$ cat config.mk
export PLATFORM = sky130hd
export DESIGN_NAME = wb_arbiter_flat
export DESIGN_NICKNAME = d
export VERILOG_FILES = /design/src/rtl/wb_arbiter_if.sv /design/src/rtl/wb_arbiter.sv /design/src/flat_wrapper.sv
export SDC_FILE = /design/constraint.sdc
export NUM_CORES = 1
export LEC_CHECK = 0
export BUFFER_PORTS_ARGS = -buffer_cell sky130_fd_sc_hd__buf_2
export CORE_MARGIN = 2
export CORE_UTILIZATION = 51
export DETAILED_ROUTE_END_ITERATION = 10
export PLACE_DENSITY = 0.72
export SETUP_SLACK_MARGIN = 0.02
export SYNTH_ARGS = -nofsm -noshare
export SYNTH_HDL_FRONTEND = slang
export SYNTH_SLANG_ARGS = --single-unit
$ cat constraint.sdc
create_clock -name clk -period 4.8 [get_ports clk]
set_input_delay 0.72 -clock clk [delete_from_list [all_inputs] [get_ports clk]]
set_output_delay 0.72 -clock clk [all_outputs]
set_load 0.05 [all_outputs]
$ cat src/rtl/wb_arbiter_if.sv
// Writeback arbiter bus: ALU/load sources in, register-file write ports and LQ status out.
// Defining WB_STATS_EN adds the stat_stall / stat_kill counter outputs.
interface wb_arbiter_if #(
    parameter int LQ_DEPTH = 4
);
    logic                      alu1_valid;
    logic [4:0]                alu1_rd;
    logic [31:0]               alu1_data;
    logic                      alu2_valid;
    logic [4:0]                alu2_rd;
    logic [31:0]               alu2_data;
    logic                      ld_valid;
    logic [4:0]                ld_rd;
    logic [31:0]               ld_data;
    logic                      ld_ready;
    logic                      reg_write;
    logic [4:0]                regd;
    logic [31:0]               write_data;
    logic                      reg_write2;
    logic [4:0]                regd2;
    logic [31:0]               write_data2;
    logic [31:0]               busy_mask;
    logic [$clog2(LQ_DEPTH):0] lq_count;
`ifdef WB_STATS_EN
    logic [31:0]               stat_stall;
    logic [31:0]               stat_kill;

    modport slave (
        input  alu1_valid, alu1_rd, alu1_data, alu2_valid, alu2_rd, alu2_data,
        input  ld_valid, ld_rd, ld_data,
        output ld_ready, reg_write, regd, write_data, reg_write2, regd2, write_data2,
        output busy_mask, lq_count, stat_stall, stat_kill
    );
    modport master (
        output alu1_valid, alu1_rd, alu1_data, alu2_valid, alu2_rd, alu2_data,
        output ld_valid, ld_rd, ld_data,
        input  ld_ready, reg_write, regd, write_data, reg_write2, regd2, write_data2,
        input  busy_mask, lq_count, stat_stall, stat_kill
    );
`else
    modport slave (
        input  alu1_valid, alu1_rd, alu1_data, alu2_valid, alu2_rd, alu2_data,
        input  ld_valid, ld_rd, ld_data,
        output ld_ready, reg_write, regd, write_data, reg_write2, regd2, write_data2,
        output busy_mask, lq_count
    );
    modport master (
        output alu1_valid, alu1_rd, alu1_data, alu2_valid, alu2_rd, alu2_data,
        output ld_valid, ld_rd, ld_data,
        input  ld_ready, reg_write, regd, write_data, reg_write2, regd2, write_data2,
        input  busy_mask, lq_count
    );
`endif
endinterface

$ cat src/rtl/wb_arbiter.sv
// Writeback arbiter: two ALU pipes plus a load queue merged onto two register-file write ports,
// with WAW kills of stale loads. Optional counters enabled by defining WB_STATS_EN.
module wb_arbiter #(
    parameter int LQ_DEPTH = 4
) (
    input  logic        clk,
    input  logic        rst,
    wb_arbiter_if.slave bus
);
    localparam int PW = $clog2(LQ_DEPTH);
    localparam int CW = PW + 1;

    logic [4:0]          rd_q   [LQ_DEPTH];
    logic [4:0]          rd_d   [LQ_DEPTH];
    logic [31:0]         data_q [LQ_DEPTH];
    logic [31:0]         data_d [LQ_DEPTH];
    logic [LQ_DEPTH-1:0] live_q, live_d;
    logic [PW-1:0]       head_q, head_d, tail_q, tail_d;
    logic [CW-1:0]       count_q, count_d;
    logic [31:0]         busy_q, busy_d;
    logic                rw1_q, rw1_d, rw2_q, rw2_d;
    logic [4:0]          rd1_q, rd1_d, rd2_q, rd2_d;
    logic [31:0]         wd1_q, wd1_d, wd2_q, wd2_d;

    logic                eff1, eff2, full, enq, enq_live, take1, take2;
    logic [PW-1:0]       src2_ptr, off_n;
    logic [CW-1:0]       npop, kill_cnt;
    logic [LQ_DEPTH-1:0] hit;

    // Port allocation: ALUs own their ports, free ports pop from the LQ head in order.
    always_comb begin
        eff1     = bus.alu1_valid && (bus.alu1_rd != 5'd0);
        eff2     = bus.alu2_valid && (bus.alu2_rd != 5'd0);
        full     = (count_q == CW'(LQ_DEPTH));
        enq      = bus.ld_valid && !full && (bus.ld_rd != 5'd0);
        enq_live = !((eff1 && bus.ld_rd == bus.alu1_rd) || (eff2 && bus.ld_rd == bus.alu2_rd));
        take1    = !eff1 && (count_q != '0);
        take2    = 1'b0;
        if (!eff2) begin
            take2 = take1 ? (count_q >= CW'(2)) : (count_q != '0);
        end
        src2_ptr = take1 ? head_q + PW'(1) : head_q;
        npop     = CW'(take1) + CW'(take2);

        rw1_d = 1'b0;
        rd1_d = 5'd0;
        wd1_d = 32'd0;
        if (eff1) begin
            if (!(eff2 && bus.alu1_rd == bus.alu2_rd)) begin
                rw1_d = 1'b1;
                rd1_d = bus.alu1_rd;
                wd1_d = bus.alu1_data;
            end
        end else if (take1 && live_q[head_q]) begin
            rw1_d = 1'b1;
            rd1_d = rd_q[head_q];
            wd1_d = data_q[head_q];
        end

        rw2_d = 1'b0;
        rd2_d = 5'd0;
        wd2_d = 32'd0;
        if (eff2) begin
            rw2_d = 1'b1;
            rd2_d = bus.alu2_rd;
            wd2_d = bus.alu2_data;
        end else if (take2 && live_q[src2_ptr]) begin
            rw2_d = 1'b1;
            rd2_d = rd_q[src2_ptr];
            wd2_d = data_q[src2_ptr];
        end
    end

    // A slot is killed when it is occupied, not popped this cycle, live, and overwritten by an ALU.
    for (genvar gi = 0; gi < LQ_DEPTH; gi++) begin : g_slot
        logic [PW-1:0] off;
        assign off     = PW'(gi) - head_q;
        assign hit[gi] = ({1'b0, off} < count_q) && ({1'b0, off} >= npop) && live_q[gi] &&
                         ((eff1 && rd_q[gi] == bus.alu1_rd) || (eff2 && rd_q[gi] == bus.alu2_rd));
    end

    always_comb begin
        rd_d     = rd_q;
        data_d   = data_q;
        live_d   = live_q & ~hit;
        kill_cnt = '0;
        for (int i = 0; i < LQ_DEPTH; i++) begin
            kill_cnt = kill_cnt + CW'(hit[i]);
        end
        if (enq) begin
            rd_d[tail_q]   = bus.ld_rd;
            data_d[tail_q] = bus.ld_data;
            live_d[tail_q] = enq_live;
            if (!enq_live) begin
                kill_cnt = kill_cnt + CW'(1);
            end
        end
        head_d  = head_q + PW'(npop);
        tail_d  = tail_q + PW'(enq);
        count_d = count_q - npop + CW'(enq);

        busy_d = 32'd0;
        off_n  = '0;
        for (int i = 0; i < LQ_DEPTH; i++) begin
            off_n = PW'(i) - head_d;
            if (({1'b0, off_n} < count_d) && live_d[i]) begin
                busy_d[rd_d[i]] = 1'b1;
            end
        end
        busy_d[0] = 1'b0;
    end

    always_ff @(posedge clk or posedge rst) begin
        if (rst) begin
            live_q  <= '0;
            head_q  <= '0;
            tail_q  <= '0;
            count_q <= '0;
            busy_q  <= '0;
            rw1_q   <= 1'b0;
            rd1_q   <= 5'd0;
            wd1_q   <= 32'd0;
            rw2_q   <= 1'b0;
            rd2_q   <= 5'd0;
            wd2_q   <= 32'd0;
        end else begin
            live_q  <= live_d;
            head_q  <= head_d;
            tail_q  <= tail_d;
            count_q <= count_d;
            busy_q  <= busy_d;
            rw1_q   <= rw1_d;
            rd1_q   <= rd1_d;
            wd1_q   <= wd1_d;
            rw2_q   <= rw2_d;
            rd2_q   <= rd2_d;
            wd2_q   <= wd2_d;
        end
    end

    // Payload storage needs no reset: occupancy is tracked by head/count and live bits.
    always_ff @(posedge clk) begin
        rd_q   <= rd_d;
        data_q <= data_d;
    end

    assign bus.ld_ready    = !full;
    assign bus.reg_write   = rw1_q;
    assign bus.regd        = rd1_q;
    assign bus.write_data  = wd1_q;
    assign bus.reg_write2  = rw2_q;
    assign bus.regd2       = rd2_q;
    assign bus.write_data2 = wd2_q;
    assign bus.busy_mask   = busy_q;
    assign bus.lq_count    = count_q;

`ifdef WB_STATS_EN
    logic [31:0] stall_q, stall_d, kills_q, kills_d;

    always_comb begin
        stall_d = stall_q + 32'(bus.ld_valid && full);
        kills_d = kills_q + 32'(kill_cnt);
    end

    always_ff @(posedge clk or posedge rst) begin
        if (rst) begin
            stall_q <= 32'd0;
            kills_q <= 32'd0;
        end else begin
            stall_q <= stall_d;
            kills_q <= kills_d;
        end
    end

    assign bus.stat_stall = stall_q;
    assign bus.stat_kill  = kills_q;
`endif
endmodule
$ cat src/flat_wrapper.sv
// flat-port wrapper written by rule: the top's interface ports become plain ports
module wb_arbiter_flat 
#(
    parameter int LQ_DEPTH = 4
)
  (clk, rst, bus_alu1_valid, bus_alu1_rd, bus_alu1_data, bus_alu2_valid, bus_alu2_rd, bus_alu2_data, bus_ld_valid, bus_ld_rd, bus_ld_data, bus_ld_ready, bus_reg_write, bus_regd, bus_write_data, bus_reg_write2, bus_regd2, bus_write_data2, bus_busy_mask, bus_lq_count);
  wb_arbiter_if #(.LQ_DEPTH(LQ_DEPTH)) bus_i ();
  input  logic clk;
  input  logic rst;
  input wire logic [$bits(bus_i.alu1_valid)-1:0] bus_alu1_valid;
  input wire logic [$bits(bus_i.alu1_rd)-1:0] bus_alu1_rd;
  input wire logic [$bits(bus_i.alu1_data)-1:0] bus_alu1_data;
  input wire logic [$bits(bus_i.alu2_valid)-1:0] bus_alu2_valid;
  input wire logic [$bits(bus_i.alu2_rd)-1:0] bus_alu2_rd;
  input wire logic [$bits(bus_i.alu2_data)-1:0] bus_alu2_data;
  input wire logic [$bits(bus_i.ld_valid)-1:0] bus_ld_valid;
  input wire logic [$bits(bus_i.ld_rd)-1:0] bus_ld_rd;
  input wire logic [$bits(bus_i.ld_data)-1:0] bus_ld_data;
  output wire logic [$bits(bus_i.ld_ready)-1:0] bus_ld_ready;
  output wire logic [$bits(bus_i.reg_write)-1:0] bus_reg_write;
  output wire logic [$bits(bus_i.regd)-1:0] bus_regd;
  output wire logic [$bits(bus_i.write_data)-1:0] bus_write_data;
  output wire logic [$bits(bus_i.reg_write2)-1:0] bus_reg_write2;
  output wire logic [$bits(bus_i.regd2)-1:0] bus_regd2;
  output wire logic [$bits(bus_i.write_data2)-1:0] bus_write_data2;
  output wire logic [$bits(bus_i.busy_mask)-1:0] bus_busy_mask;
  output wire logic [$bits(bus_i.lq_count)-1:0] bus_lq_count;
  assign bus_i.alu1_valid = bus_alu1_valid;
  assign bus_i.alu1_rd = bus_alu1_rd;
  assign bus_i.alu1_data = bus_alu1_data;
  assign bus_i.alu2_valid = bus_alu2_valid;
  assign bus_i.alu2_rd = bus_alu2_rd;
  assign bus_i.alu2_data = bus_alu2_data;
  assign bus_i.ld_valid = bus_ld_valid;
  assign bus_i.ld_rd = bus_ld_rd;
  assign bus_i.ld_data = bus_ld_data;
  assign bus_ld_ready = bus_i.ld_ready;
  assign bus_reg_write = bus_i.reg_write;
  assign bus_regd = bus_i.regd;
  assign bus_write_data = bus_i.write_data;
  assign bus_reg_write2 = bus_i.reg_write2;
  assign bus_regd2 = bus_i.regd2;
  assign bus_write_data2 = bus_i.write_data2;
  assign bus_busy_mask = bus_i.busy_mask;
  assign bus_lq_count = bus_i.lq_count;
  wb_arbiter #(.LQ_DEPTH(LQ_DEPTH)) u_core (.clk(clk), .rst(rst), .bus(bus_i));
endmodule
==> flow_summary.yaml, run 1 <==
cts:
  root_buffer: "clkbuf_16"
  cts_inserted_buffers: 28
  hold_buffers: 0
  cts_tree: "yes"
  cts_setup_buffers: 0
  cts.path.max_buffers: 3
  cts_resized: 0
  cts_max_level: 1
  clk_pin_slew_ns: 0.06
  clk_latency_ns: 0.58
  clkSinkCount: 266
global_routing:
  gr-usage-all-layers_pct: 29.5
  met2_usage_pct: 47.0
  top_usage_layer: "met2"
  grt_max_degree: 113
  antenna_found_initial: 5
  grt_first_pass_wirelength_um: 66800
  use_met3_pct: 5.76
  met1_usage_pct: 39.8
  grt_pass1_vias: 11800
  gr-total-overflow: 0
route:
  drtAntennaViolNets: 0
  via_count: 12300
  dr.pass1.iters: 6
  avgRoutedWirePerCell_um: 22.5
  wl_um: 43900
  drtIter0Drc: 1313
  viasPerCell: 6.30
  post-route-drc-count: 0
power_and_ir_drop:
  p_leak_nw: 6.87
  switching_share_pct: 49.2
  p_int_w: 0.00683
  p_per_area_mw_per_mm2: 802
  clkPwrFrac_pct: 16.1
  ir_drop_v: 0.000578
  p_sw_w: 0.00661
  comb_power_share_pct: 56.2
  p_seq_share_pct: 27.7
logic_synthesis:
  synth_warnings: 0
  synth_ff_type: "edfxtp_1"
  synth.most_common_cell: "edfxtp_1"
  yosysSeqAreaShare_pct: 50.5
  yosys.area.top_type_share_pct: 27.0
  avgSynthCellArea_um2: 10.4
  synth_edf_count: 128
  synth.distinct_cells: 62
  yosys-top-cells-area: "edfxtp_1 27%, dfrtp_1 21%, o21ai_0 4.3%"
  yosys-top-cells-count: "128 x edfxtp_1, 121 x o21ai_0, 118 x dfrtp_1"
  syn_area_mm2: 0.0142
  synth_nets: 1511
  synth_top_area_cell: "edfxtp_1"
  synth_cells: 1374
  synth_seq_cells: 266
  synth-async-reset-ratio_pct: 44.4
floorplanning:
  die_h_um: 171
  start_util_pct: 51.5
  core_area_mm2: 0.0276
  num_io_pins: 228
  num_rows: 61
  die-area_mm2: 0.0293
  chipWidth_um: 171
critical_path:
  cp_data_arrival_time_ns: 4.90
  cpPeakStageDelay_ns: 0.53
  path_class: "primary input to flip-flop"
  r2r_cells: 18
  reg2reg_from: "u_core.bus.lq_count[2]"
  crit_path_end: "u_core.bus.busy_mask[27]"
  crit_path_frequent_cell: "ha_4"
  critPathLaunchType: "primary input"
  startpoint: "bus_alu1_rd[2]"
  rrSetupSlack_ns: 0.80
  crit_chain: "buf_2 -> or4_1 -> o21a_1 -> a211oi_1 -> nor2_1 -> ha_4 -> ha_4 -> inv_2 -> ha_4 -> fa_1 -> inv_2 -> buf_4 -> ha_1 -> a21boi_0 -> o21ai_1 -> nand3_1 -> o22ai_2 -> buf_12 -> nand3_1 -> nand4_1"
  cp_slowest_cell: "fa_1"
  path_delay_family: "adder cells"
  cp_num_buf_inv: 5
  rr_endpoint: "u_core.bus.busy_mask[27]"
  worst-path-stages: 20
  cp.required_ns: 5.28
  worstSetupEndpointType: "flip-flop"
  crit_fanout: 31
status:
  status: "completed"
timing:
  finClkSkew_ns: 0.0322
  fin_crit_ns: 4.42
  fmax_ghz: 0.226
  setup_violations: 0
  worstMarginPinSlew_ns: 1.43
  relSlewSlack_pct: 3.97
  finalHoldViolations: 0
  rsz0062_at_grt: "false"
  min_period_over_period_pct: 92.0
  finalMaxSlewViolations: 0
layout:
  multi_input_comb_area_mm2: 0.00643
  num-nets-final: 1688
  regArea_mm2: 0.00720
  post-route-util_pct: 60.6
  drive_above_1_share_pct: 25.6
  syn_to_final_growth_pct: 17.7
  fin_cells: 1953
  fillers: 2313
placed_design:
  portBuffers: 226
  numPlacedInstances: 1898
  dp_hpwl_um: 28400
  gp_congestion: 0.960
min_path:
  hold_path_class: "primary input to async pin"
flow_run:
  maxCapViolCount: 0
## cells in the final DEF (no fill, tap or decap), types with 5 or more instances in the layout
| master | Yosys | layout |
|---|---|---|
| nor2_1 | 28 | 28 |
| o221ai_1 | 37 | 37 |
| nand4b_1 | 5 | 5 |
| inv_1 | 28 | 25 |
| clkbuf_1 | 73 | 11 |
| buf_4 | 4 | 52 |
| buf_2 | 34 | 226 |
| a22o_1 | 37 | 37 |
| a32o_1 | 37 | 37 |
| nand2_1 | 107 | 107 |
| nor3_1 | 94 | 94 |
| ha_4 | 0 | 5 |
| xor2_1 | 33 | 33 |
| nand2b_1 | 9 | 9 |
| clkbuf_16 | 0 | 28 |
| dfrtp_1 | 118 | 116 |
| dfxtp_1 | 20 | 20 |
| mux2i_1 | 50 | 50 |
| nand4_1 | 50 | 50 |
| nand3_2 | 0 | 8 |
| xnor2_1 | 27 | 27 |
| nand3b_1 | 8 | 8 |
| a21oi_1 | 8 | 8 |
| o22ai_1 | 44 | 41 |
| o21ai_0 | 121 | 120 |
| a31oi_1 | 5 | 5 |
| o21ai_1 | 8 | 9 |
| o31ai_1 | 9 | 9 |
| nand3_1 | 111 | 103 |
| or3_1 | 7 | 7 |
| inv_2 | 3 | 5 |
| ha_1 | 18 | 12 |
| mux2_2 | 39 | 39 |
| edfxtp_1 | 128 | 128 |
## registers in the layout (all words and copies together), names as in the netlist
signal / cells
u_core.bus.regd: 5
u_core.rd_q: 20
u_core.head_q: 2
u_core.bus.reg_write2: 1
u_core.bus.write_data2: 32
u_core.data_q: 128
u_core.bus.reg_write: 1
u_core.bus.regd2: 5
u_core.bus.write_data: 32
u_core.bus.lq_count: 3
u_core.bus.busy_mask: 31
u_core.live_q: 4
u_core.tail_q: 2
## power groups by stage
stage               Clock (W)  Combinational [W]  Sequential (W)
floorplan                   0            0.00455         0.00452
global placement            0            0.00730         0.00371
detailed placement          0            0.00741         0.00373
CTS                   0.00218            0.00745         0.00370
global route          0.00228            0.00808         0.00379
finish                0.00216            0.00756         0.00372
## through the flow
| stage | area (um^2) | total power, W | TNS (ns) | setup slack, ns | hold slack (ns) |
|---|---|---|---|---|---|
| 2_1_floorplan | 14400 | 0.00906 | -3.55 | -0.244 | 0.483 |
| 3_3_place_gp | 15800 | 0.0110 | -0.0118 | -0.0118 | 0.505 |
| 3_5_place_dp | 15800 | 0.0111 | -3.52 | -0.145 | 0.509 |
| 4_1_cts | 16700 | 0.0133 | 0 | 0.408 | 0.265 |
| 5_1_grt | 16800 | 0.0141 | 0 | 0.189 | 0.303 |
| 6_report | 16800 | 0.0134 | 0 | 0.382 | 0.248 |
## kinds of logic after synthesis
kind of cell,after synthesis,synth area share (%)
simple gates,438,15.4
compound gates,331,16.2
mux,89,6.60
buf+inv,167,5.40
flops,266,50.5
xor+xnor,61,3.86
other cells,1,0.0263
fa+ha+maj,21,2.00
## worst min path at each step
stage	to	depth (start not counted)	slack, ns	start
final	u_core.bus.busy_mask[18]	2	0.25	rst
after global routing	u_core.bus.busy_mask[18]	2	0.30	rst
after CTS	u_core.bus.busy_mask[18]	2	0.27	rst
after detailed placement	u_core.tail_q[1]	1	0.51	u_core.tail_q[1]
after global placement	u_core.tail_q[1]	1	0.51	u_core.tail_q[1]
after floorplan	u_core.tail_q[1]	1	0.48	u_core.tail_q[1]
## final cells by class
| type | instances | share of cell area [%] |
|---|---|---|
| sequential | 266 | 43.0 |
| multi-input combinational | 941 | 38.4 |
| timing repair buffer | 282 | 9.56 |
| clock buffer | 43 | 4.76 |
| tap | 378 | 2.82 |
| inverter | 32 | 0.747 |
| clock inverter | 9 | 0.717 |
| antenna | 2 | 0.0299 |
## per-layer routing
metal	wire [um]	part of all wire, %
met5	34	0.078
met4	1480	3.4
met3	4200	9.6
met2	20300	46
met1	17900	41
(Power assumes the default switching activity.)
==> inputs of run 2 (changes only) <==
--- a/config.mk
+++ b/config.mk
@@ -5,7 +5,7 @@
 export SDC_FILE = /design/constraint.sdc
 export NUM_CORES = 1
 export LEC_CHECK = 0
-export BUFFER_PORTS_ARGS = -buffer_cell sky130_fd_sc_hd__buf_2
+export BUFFER_PORTS_ARGS = -buffer_cell sky130_fd_sc_hd__clkbuf_2
 export CORE_MARGIN = 2
 export CORE_UTILIZATION = 51
 export DETAILED_ROUTE_END_ITERATION = 10
==> run 2 against run 1 <==
Compared with the run above:
- count of clock-buffer cells in the layout is 8 lower
- routed wire length increased by 0.34%
- design area up 0.10%
- sequential cell count unchanged
- sequential power rose by 2%
- maximum frequency grew 0.83%
- register-to-register slack is essentially flat
- final cell count increased by 0.10%
- total power up 0.21%
- die area did not move
- utilization increased by 0.063 points
- critical endpoint is now u_core.bus.busy_mask[3]
- largest cell class unchanged
- largest power group unchanged
==> flow_summary.yaml, run 2 (synthesis results as in run 1) <==
min_path:
  hold_path_class: "primary input to async pin"
critical_path:
  cp.required_ns: 5.27
  worstSetupEndpointType: "flip-flop"
  cp_slowest_cell: "fa_1"
  path_delay_family: "adder cells"
  r2r_cells: 18
  cp_num_buf_inv: 5
  reg2reg_from: "u_core.bus.lq_count[2]"
  crit_path_frequent_cell: "ha_4"
  cp_data_arrival_time_ns: 4.85
  crit_fanout: 31
  path_class: "primary input to flip-flop"
  rrSetupSlack_ns: 0.80
  cpPeakStageDelay_ns: 0.54
  critPathLaunchType: "primary input"
  rr_endpoint: "u_core.bus.busy_mask[3]"
  crit_chain: "clkbuf_2 -> or4_1 -> o21a_1 -> a211oi_1 -> nor2_1 -> ha_4 -> ha_4 -> inv_2 -> ha_4 -> fa_1 -> inv_2 -> buf_4 -> ha_1 -> a21boi_0 -> o21ai_1 -> nand3_1 -> o22ai_2 -> buf_12 -> nand3_1 -> nand4_1"
timing:
  rsz0062_at_grt: "false"
  fin_ws_ns: 0.419
  finalMaxSlewViolations: 0
  fin_crit_ns: 4.38
  finClkSkew_ns: 0.0172
  min_period_over_period_pct: 91.3
  setup_violations: 0
  fmax_ghz: 0.228
  finalHoldViolations: 0
  worstMarginPinSlew_ns: 1.16
  relSlewSlack_pct: 22.9
power_and_ir_drop:
  p_per_area_mw_per_mm2: 803
  finalPower_w: 0.0135
  p_leak_nw: 6.88
  ir_drop_v: 0.000462
route:
  dr.pass1.iters: 7
  post-route-drc-count: 0
  drtAntennaViolNets: 0
  avgRoutedWirePerCell_um: 22.5
  drtIter0Drc: 1337
  via_count: 12200
  viasPerCell: 6.24
  wl_um: 44000
placed_design:
  placed_cell_area_mm2: 0.0158
  numPlacedInstances: 1899
  gp_congestion: 0.963
  portBuffers: 226
  post-place-ws_ns: -0.122
  dp_hpwl_um: 28400
cts:
  root_buffer: "clkbuf_16"
  cts_max_level: 1
  hold_buffers: 0
  cts.path.max_buffers: 3
  clkSinkCount: 266
  cts_resized: 0
  cts_inserted_buffers: 28
  cts_tree: "yes"
  clk_pin_slew_ns: 0.06
  cts_setup_buffers: 0
  clk_latency_ns: 0.55
layout:
  fin_area_mm2: 0.0168
  syn_to_final_growth_pct: 17.8
  drive_above_1_share_pct: 25.9
  largest_reg_flops: 128
  fin_cells: 1955
  most-common-layout-cells: "226 x clkbuf_2, 128 x edfxtp_1, 120 x o21ai_0"
  num-nets-final: 1688
  final_common_cell: "clkbuf_2"
  regMostFlops: "u_core.data_q"
status:
  status: "completed"
global_routing:
  gr-total-overflow: 0
  antenna_found_initial: 6
  grt_first_pass_wirelength_um: 66900
  grt_pass1_vias: 12000
  grt_max_degree: 133
  gr-usage-all-layers_pct: 29.5
floorplanning:
  num_rows: 61
  num_io_pins: 228
  start_util_pct: 51.5
  die_h_um: 171
  core_area_mm2: 0.0276
  chipWidth_um: 171
  die-area_mm2: 0.0293
flow_run:
  maxCapViolCount: 0
-- run 2: layout make-up --
type                            instances  area [um^2]
Inverter                               32          125
Sequential cell                       266         7200
Timing Repair Buffer                  282         1610
Antenna cell                            4         10.0
Clock buffer                           35          788
Clock inverter                         17          129
Tap cell                              378          473
Fill cell                            2321        10900
Multi-Input combinational cell        941         6430
-- run 2: layer usage --
| metal | GRT usage (%) | up-vias | part of all wire (%) | wire (um) |
|---|---|---|---|---|
| met5 | 0 | - | 0.048 | 21 |
| met4 | 12.4 | 4 | 3.6 | 1570 |
| met3 | 5.76 | 128 | 9.1 | 4020 |
| met2 | 47.6 | 631 | 47 | 20500 |
| met1 | 39.1 | 5899 | 41 | 17900 |
| li1 | - | 5536 | - | - |
-- run 2: per-stage QoR --
step	util, %	setup TNS, ns	hold WS [ns]
final	60.7	0	0.243
after CTS	60.7	0	0.254
after global routing	60.7	0	0.285
after global placement	57.4	0	0.505
after floorplan	-	-3.55	0.483
after detailed placement	57.4	-2.33	0.546
-- run 2: worst max-delay path by stage --
stage,startpoint,to,slack [ns],cells after the start
2_1_floorplan,bus_alu1_rd[2],u_core.bus.busy_mask[25],-0.24,22
3_3_place_gp,bus_alu1_rd[2],u_core.bus.busy_mask[15],0.002,19
3_5_place_dp,bus_alu1_rd[2],u_core.bus.busy_mask[3],-0.12,20
4_1_cts,bus_alu1_rd[2],u_core.bus.busy_mask[3],0.44,20
5_1_grt,bus_alu1_rd[2],u_core.bus.busy_mask[11],0.19,20
6_report,bus_alu1_rd[2],u_core.bus.busy_mask[3],0.42,20
-- run 2: worst reg2reg max path: stages, from the launching register on --
cell      delay, ns
dfrtp_1        0.54
nor3_1         0.10
or2_2          0.34
inv_4          0.08
ha_4           0.21
ha_4           0.26
inv_2          0.04
ha_4           0.14
fa_1           0.54
inv_2          0.07
buf_4          0.14
ha_1           0.29
a21boi_0       0.13
o21ai_1        0.19
nand3_1        0.12
o22ai_2        0.25
buf_12         0.22
nand3_1        0.12
nand4_1        0.16
-- run 2: where the power goes --
group / internal [W] / total [W] / switching (W) / leakage (nW)
Sequential: 0.00309 / 0.00378 / 0.000682 / 2.85
Clock: 0.00126 / 0.00215 / 0.000892 / 0.462
Combinational: 0.00248 / 0.00754 / 0.00506 / 3.57
